`src/rtl/pipe_pkg.sv`:
```
// Shared pipeline definitions for the front end of the core.
//   XLEN          : machine word width
//   NOP           : canonical no-op encoding (addi x0, x0, 0)
//   fetch_entry_t : one buffered fetch slot {valid, instruction, pc}
//   nop_fill      : substitutes NOP for the word of an empty slot
package pipe_pkg;

  localparam int XLEN = 32;
  localparam logic [XLEN-1:0] NOP = 32'h00000013;

  typedef struct packed {
    logic            valid;
    logic [XLEN-1:0] instruction;
    logic [XLEN-1:0] pc;
  } fetch_entry_t;

  function automatic logic [XLEN-1:0] nop_fill(input logic vld, input logic [XLEN-1:0] word);
    return vld ? word : NOP;
  endfunction

endpackage

```
`src/rtl/pipe_skid_buf.sv`:
```
// Generic two-entry valid/ready skid buffer (main + skid).
// Ports:
//   clk, rst_n          : clock, asynchronous active-low reset
//   clr                 : synchronous discard of both entries and of any
//                         same-cycle input; wins over every other update
//   in_valid/in_ready   : upstream handshake; in_ready is a register equal
//                         to NOT skid-valid
//   in_data             : upstream payload
//   out_valid/out_ready : downstream handshake; out_valid is main-valid
//   out_data            : payload held in main
//   occupancy           : main-valid + skid-valid
module pipe_skid_buf
  import pipe_pkg::*;
#(
  parameter int DATA_W = 2 * XLEN
) (
  input  logic              clk,
  input  logic              rst_n,
  input  logic              clr,
  input  logic              in_valid,
  output logic              in_ready,
  input  logic [DATA_W-1:0] in_data,
  output logic              out_valid,
  input  logic              out_ready,
  output logic [DATA_W-1:0] out_data,
  output logic [1:0]        occupancy
);

  logic              main_vld;
  logic              skid_vld;
  logic              rdy;
  logic [DATA_W-1:0] main_data;
  logic [DATA_W-1:0] skid_data;

  logic in_xfer;
  logic out_xfer;
  logic main_vld_n;
  logic skid_vld_n;
  logic main_load_in;
  logic main_load_skid;
  logic skid_load;

  // Next-state decision. A skid entry can only exist while main is full, so
  // the cases below are exhaustive for reachable states.
  always_comb begin
    in_xfer        = in_valid & rdy;
    out_xfer       = main_vld & out_ready;
    main_vld_n     = main_vld;
    skid_vld_n     = skid_vld;
    main_load_in   = 1'b0;
    main_load_skid = 1'b0;
    skid_load      = 1'b0;
    if (clr) begin
      main_vld_n = 1'b0;
      skid_vld_n = 1'b0;
    end else if (out_xfer) begin
      if (skid_vld) begin
        // in_ready is low here, so no input competes with the move
        main_load_skid = 1'b1;
        skid_vld_n     = 1'b0;
      end else if (in_xfer) begin
        main_load_in = 1'b1;
      end else begin
        main_vld_n = 1'b0;
      end
    end else if (in_xfer) begin
      if (!main_vld) begin
        main_load_in = 1'b1;
        main_vld_n   = 1'b1;
      end else begin
        skid_load  = 1'b1;
        skid_vld_n = 1'b1;
      end
    end
  end

  // Control state: valid bits and the registered ready
  always_ff @(posedge clk or negedge rst_n) begin
    if (!rst_n) begin
      main_vld <= 1'b0;
      skid_vld <= 1'b0;
      rdy      <= 1'b1;
    end else begin
      main_vld <= main_vld_n;
      skid_vld <= skid_vld_n;
      rdy      <= ~skid_vld_n;
    end
  end

  // Payload registers carry no reset; their contents are qualified by the
  // valid bits above.
  always_ff @(posedge clk) begin
    if (main_load_skid) begin
      main_data <= skid_data;
    end else if (main_load_in) begin
      main_data <= in_data;
    end
    if (skid_load) begin
      skid_data <= in_data;
    end
  end

  assign in_ready  = rdy;
  assign out_valid = main_vld;
  assign out_data  = main_data;
  assign occupancy = {1'b0, main_vld} + {1'b0, skid_vld};

endmodule

```
`src/rtl/fetch_pipe.sv`:
```
// Fetch-to-decode pipeline register with a one-entry skid.
// Ports:
//   clk, rst_n                 : clock, asynchronous active-low reset
//   flush                      : taken branch/jump; drops buffered and
//                                incoming instructions at the next edge
//   in_valid, in_ready         : handshake with the fetch stage
//   instruction_in, pc_in      : fetched word and its address
//   out_valid, out_ready       : handshake with decode (out_ready drops on
//                                a load-use stall)
//   instruction_out, pc_out    : head instruction; NOP / 0 when empty
//   occupancy                  : buffered entries, 0..2
//   stall_count                : only with FETCH_PIPE_PERF_EN defined; counts
//                                cycles with out_valid high and out_ready low,
//                                cleared only by reset, wraps modulo 2^32
module fetch_pipe
  import pipe_pkg::*;
(
  input  logic            clk,
  input  logic            rst_n,
  input  logic            flush,
  input  logic            in_valid,
  output logic            in_ready,
  input  logic [XLEN-1:0] instruction_in,
  input  logic [XLEN-1:0] pc_in,
  output logic            out_valid,
  input  logic            out_ready,
  output logic [XLEN-1:0] instruction_out,
  output logic [XLEN-1:0] pc_out,
  output logic [1:0]      occupancy
`ifdef FETCH_PIPE_PERF_EN
  ,
  output logic [31:0]     stall_count
`endif
);

  localparam int DATA_W = 2 * XLEN;

  logic              buf_valid;
  logic [DATA_W-1:0] buf_data;
  fetch_entry_t      head;

  // Flush feeds the buffer's clear, which outranks input, drain and move,
  // so a same-cycle input transfer is discarded as well.
  pipe_skid_buf #(
    .DATA_W(DATA_W)
  ) u_buf (
    .clk      (clk),
    .rst_n    (rst_n),
    .clr      (flush),
    .in_valid (in_valid),
    .in_ready (in_ready),
    .in_data  ({instruction_in, pc_in}),
    .out_valid(buf_valid),
    .out_ready(out_ready),
    .out_data (buf_data),
    .occupancy(occupancy)
  );

  always_comb begin
    head.valid       = buf_valid;
    head.instruction = buf_data[DATA_W-1:XLEN];
    head.pc          = buf_data[XLEN-1:0];
  end

  // An empty head presents a harmless NOP at address 0 to decode
  assign out_valid       = head.valid;
  assign instruction_out = nop_fill(head.valid, head.instruction);
  assign pc_out          = head.valid ? head.pc : '0;

`ifdef FETCH_PIPE_PERF_EN
  always_ff @(posedge clk or negedge rst_n) begin
    if (!rst_n) begin
      stall_count <= '0;
    end else if (head.valid && !out_ready) begin
      stall_count <= stall_count + 32'd1;
    end
  end
`endif

endmodule

```
`config.mk`:
```
export PLATFORM = sky130hd
export DESIGN_NAME = fetch_pipe
export DESIGN_NICKNAME = d
export VERILOG_FILES = /design/src/rtl/pipe_pkg.sv /design/src/rtl/pipe_skid_buf.sv /design/src/rtl/fetch_pipe.sv
export SDC_FILE = /design/constraint.sdc
export NUM_CORES = 1
export LEC_CHECK = 0
export ABC_CLOCK_PERIOD_IN_PS = 9000
export BUFFER_PORTS_ARGS = -buffer_cell sky130_fd_sc_hd__buf_2
export CORE_ASPECT_RATIO = 0.7
export CORE_MARGIN = 5
export CORE_UTILIZATION = 50
export DETAILED_ROUTE_END_ITERATION = 6
export PLACE_DENSITY = 0.74
export SLEW_MARGIN = 20
export SYNTH_ARGS = -nofsm -noshare
export SYNTH_HDL_FRONTEND = slang
export SYNTH_HIERARCHICAL = 1
export SYNTH_SLANG_ARGS = --single-unit
```
`constraint.sdc`:
```
create_clock -name clk -period 9 [get_ports clk]
set_clock_uncertainty 0.2 [all_clocks]
set_input_delay 1.8 -clock clk [delete_from_list [all_inputs] [get_ports clk]]
set_output_delay 1.8 -clock clk [all_outputs]
set_load 0.005 [all_outputs]
```
# Word level (Yosys, flattened, before mapping)
# Cells that the tools add are included.
dict set report classes {
  eq_ne 2
  n_mux 26
  n_addsub 1
  bitwise_logic 3
  reduce_logical 3
}
# operator count
set ops {}
lappend ops {{two-way mux 64 bit} 2}
lappend ops {{two-way mux 32 bit} 2}
lappend ops {{two-way mux 1 bit} 22}
lappend ops {{!= test 3 bit (second input constant)} 2}
lappend ops {{AND reduction 3 bit} 1}
lappend ops {{nonzero test 3 bit} 1}
lappend ops {{adder 1 x 1 -> 2 bit} 1}
lappend ops {{AND 1 bit} 2}
lappend ops {{nonzero test 2 bit} 1}
lappend ops {{NOT 1 bit} 1}
dict set report totals {
  regBits 131
  out_inout_bits 68
}

# Logic depth before layout (Yosys ltp)
# Gate-level depths: netlist of run 1.
dict set report depth {
  depth_word 7
  mapped_depth 5
}

# Hierarchy
# Netlist of run 1, hierarchy kept.
# mod seq_area_each_um2 area_per_inst_um2 cells_per_inst n_inst
set by_module_without_submodules {}
lappend by_module_without_submodules {pipe_skid_buf 3920.0 5109.9 219 1}
lappend by_module_without_submodules {fetch_pipe 0.0 503.0 70 1}

# Least setup slack after synthesis of run 1
# OpenSTA, ideal clock, no wires.
dict set report synth_path {
  kind {input-to-reg}
  from {input port flush}
  to {register u_buf.skid_data[0], enable pin}
  n_path_buf 0
  stages 1
  path_slack_ps 118
  arrival_time_ps 8037
  cell_sequence {nor4_1}
}
dict set report synth_between {
  elab_chain_cells 1
}
# element line_no
set synth_rtl {}
lappend synth_rtl {{from (decl)} fetch_pipe.sv:20} ;# input logic flush,
lappend synth_rtl {{two-way mux 1 bit} pipe_skid_buf.sv:53} ;# if (clr) begin
lappend synth_rtl {{to (signal assigned)} pipe_skid_buf.sv:99} ;# skid_data <= in_data;
lappend synth_rtl {{to (decl)} pipe_skid_buf.sv:33} ;# logic [DATA_W-1:0] skid_data;
# Every way passes these cells.
# A chain may end at the register's enable or synchronous reset.

# Final worst setup path of run 1
dict set report layout_path {
  from {register u_buf.main_vld, in the netlist u_buf/out_valid}
  to {output port occupancy[0]}
}
dict set report layout_between {
  elab_chain_cells 1
}
# element line_no
set layout_rtl {}
lappend layout_rtl {{from (decl)} pipe_skid_buf.sv:29} ;# logic main_vld;
lappend layout_rtl {{from (signal assigned)} pipe_skid_buf.sv:84} ;# main_vld <= main_vld_n;
lappend layout_rtl {{adder 1 x 1 -> 2 bit} pipe_skid_buf.sv:106} ;# assign occupancy = {1'b0, main_vld} + {1'b0, skid_vld};
lappend layout_rtl {{to (decl)} fetch_pipe.sv:29} ;# output logic [1:0] occupancy
# Every way passes these cells.

==> results_dict.tcl, run 1 <==
set metrics [dict create \
    syn-cell-area_mm2 0.005613 \
    critPathKind "reg -> out" \
    max_slew.worst_pin.slew_ns 0.9483 \
    track_usage 0.1492 \
    synth_top_area_frac 0.6848 \
    end_kind "primary output" \
    fmax_ghz 0.2510 \
    synth_seq_cells 131 \
    p_leak_uw 0.003009 \
    grt_pass1_vias 2930 \
    start_util 0.5098 \
    r2r_cells 4 \
    pre_cts_ws_ns 5.086 \
    die_w_um 136.6 \
    critPathMaxFanout 71 \
    io_pins 137 \
    dieArea_mm2 0.01348 \
    yosysUniqueCellTypes 22 \
    rows 32 \
    slew_headroom 0.3678 \
    crit_start "u_buf/out_valid" \
    max_stage_delay_ns 0.99 \
    grt_max_degree 72 \
    r2r_setup_slack_ns 5.93 \
    firstDrtPassIters 4 \
    finalSetupViolations 0 \
    cts_tree "built" \
    seq_area_mm2 0.003921 \
    drv_cap 0 \
    synth_top_flop_cell "edfxtp_1" \
    powerDensity_mw_per_mm2 216.3 \
    path_buf_inv 2 \
    synth_edf_count 128 \
    fp.coreArea_mm2 0.01101 \
    drt_iter0_drc 101 \
    final.setup.worst_slack_ns 5.017 \
    routabilityCongestion 0.6986 \
    ys_seq_area_frac 0.6984 \
    num_vias 2839 \
    wl_per_cell_um 16.19 \
    synth.avg_cell_area_um2 19.42 \
    routed_wl_um 9713 \
    crit_chain "inv_2, ha_1, buf_2" \
    drive_above_1_share 0.6577 \
    max-vdd-ir-drop_uv 173.5 \
    htree_levels 4 \
    min_from "u_buf/skid_data[14]" \
    postCtsResizedCells 0 \
    diodes 0 \
    numPortBuffers 136 \
    place_hpwl_um 6446 \
    hold_viol 0 \
    syn2layout_area_growth_pct 24.83 \
    maxSlewViolCount 0 \
    rsz0062_at_grt "false" \
    crit_family "flip-flops" \
    cts_buffers 17 \
    post-cts-setup-buffers 0 \
    root_buffer "clkbuf_16" \
    status "completed" \
    vias_per_cell 4.732 \
    r2r-end "u_buf/out_data[27]" \
    synth.most_common_cell "edfxtp_1" \
    fillCellCount 789 \
    placed_cell_area_mm2 0.006391 \
    period_share 0.4426 \
    worstSetupStartpointType "flop" \
    fin_nets 505 \
    syn-num-nets 360 \
    crit_path_top_delay_cell "dfrtp_2" \
    period_needed_ns 3.983 \
    synth_cells 289 \
    final_cell_area_mm2 0.007007 \
    synthTopCellsByCount "edfxtp_1, mux2_4, and2_2, and2_1" \
    clock-sinks 131 \
    drc 0 \
    min_path_cells 1 \
    multi_input_area_mm2 0.001544 \
    hold_end "u_buf/out_data[14]" \
    ant_nets 0 \
    async_flop_share 0.02290 \
    hold_path_class "reg -> reg" \
    grt_pass1_wl_um 15220 \
    reg2reg_from "u_buf/out_valid" \
    antenna_found_initial 0 \
    grt.overflow.total 0 \
    cts_max_path_buffers 2 \
    path_clk_slew_ns 0.06 \
    synth_top_cell_by_area "edfxtp_1" \
    die_h_um 98.65 \
    fin_tns_setup_ns 0 \
    worst-endpoint-arrival_ns 1.98 \
    synth_warnings 6 \
    cts_hold_buf 0 \
    synthTopCellsByArea "edfxtp_1, mux2_4, and2_2" \
    crit_required_ns 7.00 \
    insertion_delay_ns 0.40 \
]
-- per-layer routing --
layer / vias up / track usage / wire (um)
li1: 1375 / - / -
met1: 1353 / 0.1961 / 4232
met2: 105 / 0.2199 / 4453
met3: 6 / 0.07041 / 962
met4: 0 / 0.04880 / 64
met5: - / 0 / 0
-- report_power, final --
part,switching [uW],internal [uW]
registers,11.0,697
clock network,246,462
logic,43.4,56.7
total,301,1220
-- cell type report --
type	instances	area share
inverter	3	0.001607
timing repair buffer	139	0.1032
sequential	131	0.5596
multi-input combinational	142	0.2204
tap	153	0.02732
clock inverter	14	0.02661
clock buffer	18	0.06125
-- worst max-delay path by stage --
stage,end,slack [ns],depth (start not counted)
6_report,occupancy[0],5.02,3
4_1_cts,occupancy[0],4.92,3
2_1_floorplan,u_buf/skid_data[0],0.12,1
5_1_grt,occupancy[0],4.80,3
3_5_place_dp,u_buf/out_data[27],5.09,4
3_3_place_gp,u_buf/out_data[50],5.10,3
-- worst reg2reg max path, stage by stage (launching register included) --
cell,delay [ns]
dfrtp_2,0.99
inv_2,0.12
or4_4,0.84
buf_16,0.31
mux2_4,0.35
-- cell families after synthesis --
logic type / after synthesis / share of synthesized area
muxes: 64 / 0.1685
and+or+nand+nor: 70 / 0.09050
buffers and inverters: 16 / 0.03076
DFF: 131 / 0.6984
adders and majority gates: 2 / 0.004458
AOI/OAI and AO/OA: 6 / 0.007356
-- stage by stage --
stage	hold slack [ns]	utilization	instances	total power, uW
after floorplan	0.3189	-	289	776.8
after global placement	0.3290	0.5780	567	819.0
after detailed placement	0.3329	0.5805	568	823.2
after CTS	0.3469	0.6364	600	1537
after global routing	0.3536	0.6364	600	1578
final	0.3447	0.6364	600	1516
-- flip-flops by register name, indices dropped and copies added, names as in the netlist --
signal           cells
u_buf/out_data      64
u_buf/skid_data     64
u_buf/in_ready       1
u_buf/out_valid      1
u_buf/skid_vld       1
-- layout by cell type (no fill, tap or decap), types with 4 or more instances in the layout --
cell	n
buf_2	136
edfxtp_1	128
mux2_4	60
and2_2	55
clkbuf_16	17
and2_1	7
bufinv_16	4
mux2_2	4
No activity file was read; power rests on OpenSTA's default activity.
==> run 2, diff against run 1 <==
ABC_CLOCK_PERIOD_IN_PS = 4000   (was 9000)
clock period = 4 ns   (was 9 ns; I/O delays follow)
==> run 2 against run 1 <==
Effect of this change:
- via count up 1.1%
- die area unchanged
- sequential share of layout area about the same
- clock power up 120%
- critical path type unchanged
- critical endpoint is now instruction_out[4]
- largest power group unchanged
==> results_dict.tcl, run 2 (synthesized netlist as in run 1, its figures left out) <==
set metrics [dict create \
    period_share 0.6575 \
    slew_headroom 0.4429 \
    hold_viol 0 \
    crit_chain "buf_4, or2b_1, buf_2" \
    finalSetupViolations 0 \
    cts_tree "built" \
    routed_wl_um 9757 \
    fp.coreArea_mm2 0.01101 \
    p_leak_uw 0.003014 \
    num_vias 2869 \
    rows 32 \
    track_usage 0.1511 \
    max_stage_delay_ns 0.44 \
    grt_max_degree 71 \
    diodes 0 \
    fin_nets 509 \
    die_h_um 98.65 \
    fillCellCount 801 \
    crit_path_top_delay_cell "buf_4" \
    start_util 0.5098 \
    grt_pass1_vias 3020 \
    powerDensity_mw_per_mm2 478.2 \
    postCtsResizedCells 0 \
    grt.overflow.total 0 \
    critPathKind "reg -> out" \
    grt_pass1_wl_um 15530 \
    path_clk_slew_ns 0.05 \
    drive_above_1_share 0.6585 \
    status "completed" \
    routabilityCongestion 0.7475 \
    fin_tns_setup_ns 0 \
    dieArea_mm2 0.01348 \
    die_w_um 136.6 \
    insertion_delay_ns 0.40 \
    post-route-util 0.6361 \
    ant_nets 0 \
    critPathMaxFanout 70 \
    fin_total_pwr_uw 3350 \
    clock-sinks 131 \
    max_slew.worst_pin.slew_ns 0.8357 \
    cts_max_path_buffers 2 \
    end_kind "primary output" \
    htree_levels 4 \
    vias_per_cell 4.750 \
    drt_iter0_drc 169 \
    place_hpwl_um 6548 \
    syn2layout_area_growth_pct 24.79 \
    drv_cap 0 \
    crit_family "buffers and inverters" \
    max-vdd-ir-drop_uv 398.0 \
    final_common_cell "buf_2" \
    fmax_ghz 0.3802 \
    firstDrtPassIters 4 \
    worst-endpoint-arrival_ns 1.63 \
    root_buffer "clkbuf_16" \
    hold_path_class "reg -> reg" \
    drc 0 \
    numPortBuffers 136 \
    final_cell_mix "buf_2, edfxtp_1, mux2_4" \
    period_needed_ns 2.630 \
    antenna_found_initial 2 \
    crit_required_ns 3.00 \
    cts_buffers 17 \
    rsz0062_at_grt "false" \
    wl_per_cell_um 16.15 \
    path_buf_inv 2 \
    maxSlewViolCount 0 \
    pre_cts_ws_ns 0.9809 \
    worstSetupStartpointType "flop" \
    io_pins 137 \
    final.setup.worst_slack_ns 1.370 \
    hold_ws_ns 0.3448 \
]
run 2: cell type report:
| class | count | area, um2 | share of cell area |
|---|---|---|---|
| well taps | 153 | 191.4 | 0.02733 |
| clock inverters | 15 | 166.4 | 0.02376 |
| multi-input cells | 142 | 1553 | 0.2217 |
| flip-flops and latches | 131 | 3921 | 0.5598 |
| repair buffers | 143 | 735.7 | 0.1050 |
| inverters | 3 | 11.26 | 0.001608 |
| clock buffers | 17 | 425.4 | 0.06074 |
run 2: timing repair:
item | 4_1_cts | 5_1_grt
endpoints found under the hold margin | 2 | 0
hold buffers | 1 | 0
setup buffers | 0 | 0
run 2: path summary, 6_finish.rpt:
path,slack [ns],start,cells past startpoint,endpoint
worst max register to register,1.51,u_buf/skid_vld,4,u_buf/out_data[52]
worst min register to register,0.34,u_buf/skid_data[53],1,u_buf/out_data[53]
worst max-delay path,1.37,u_buf/out_valid,3,instruction_out[4]
worst min-delay path,0.34,u_buf/skid_data[53],1,u_buf/out_data[53]
max in group asynchronous,2.87,rst_n,2,u_buf/in_ready
min in group asynchronous,0.53,rst_n,2,u_buf/skid_vld
run 2: metal layers:
layer  up-vias  global-route usage  share of wire
met5         -                   0         0.0014
met4         4             0.05112          0.011
met3        15             0.06071          0.083
met2       112              0.2350           0.47
met1      1360              0.1938           0.43
li1       1378                   -              -
run 2: metrics by stage:
step	cells	instance area, um2
3_3_place_gp	571	6402
3_5_place_dp	571	6402
4_1_cts	604	7004
5_1_grt	604	7004
2_1_floorplan	289	5645
6_report	604	7004
run 2: power by group:
group | switching [uW] | internal (uW)
Sequential | 11.6 | 1570
Combinational | 110 | 130
Clock | 558 | 973
Total | 679 | 2670
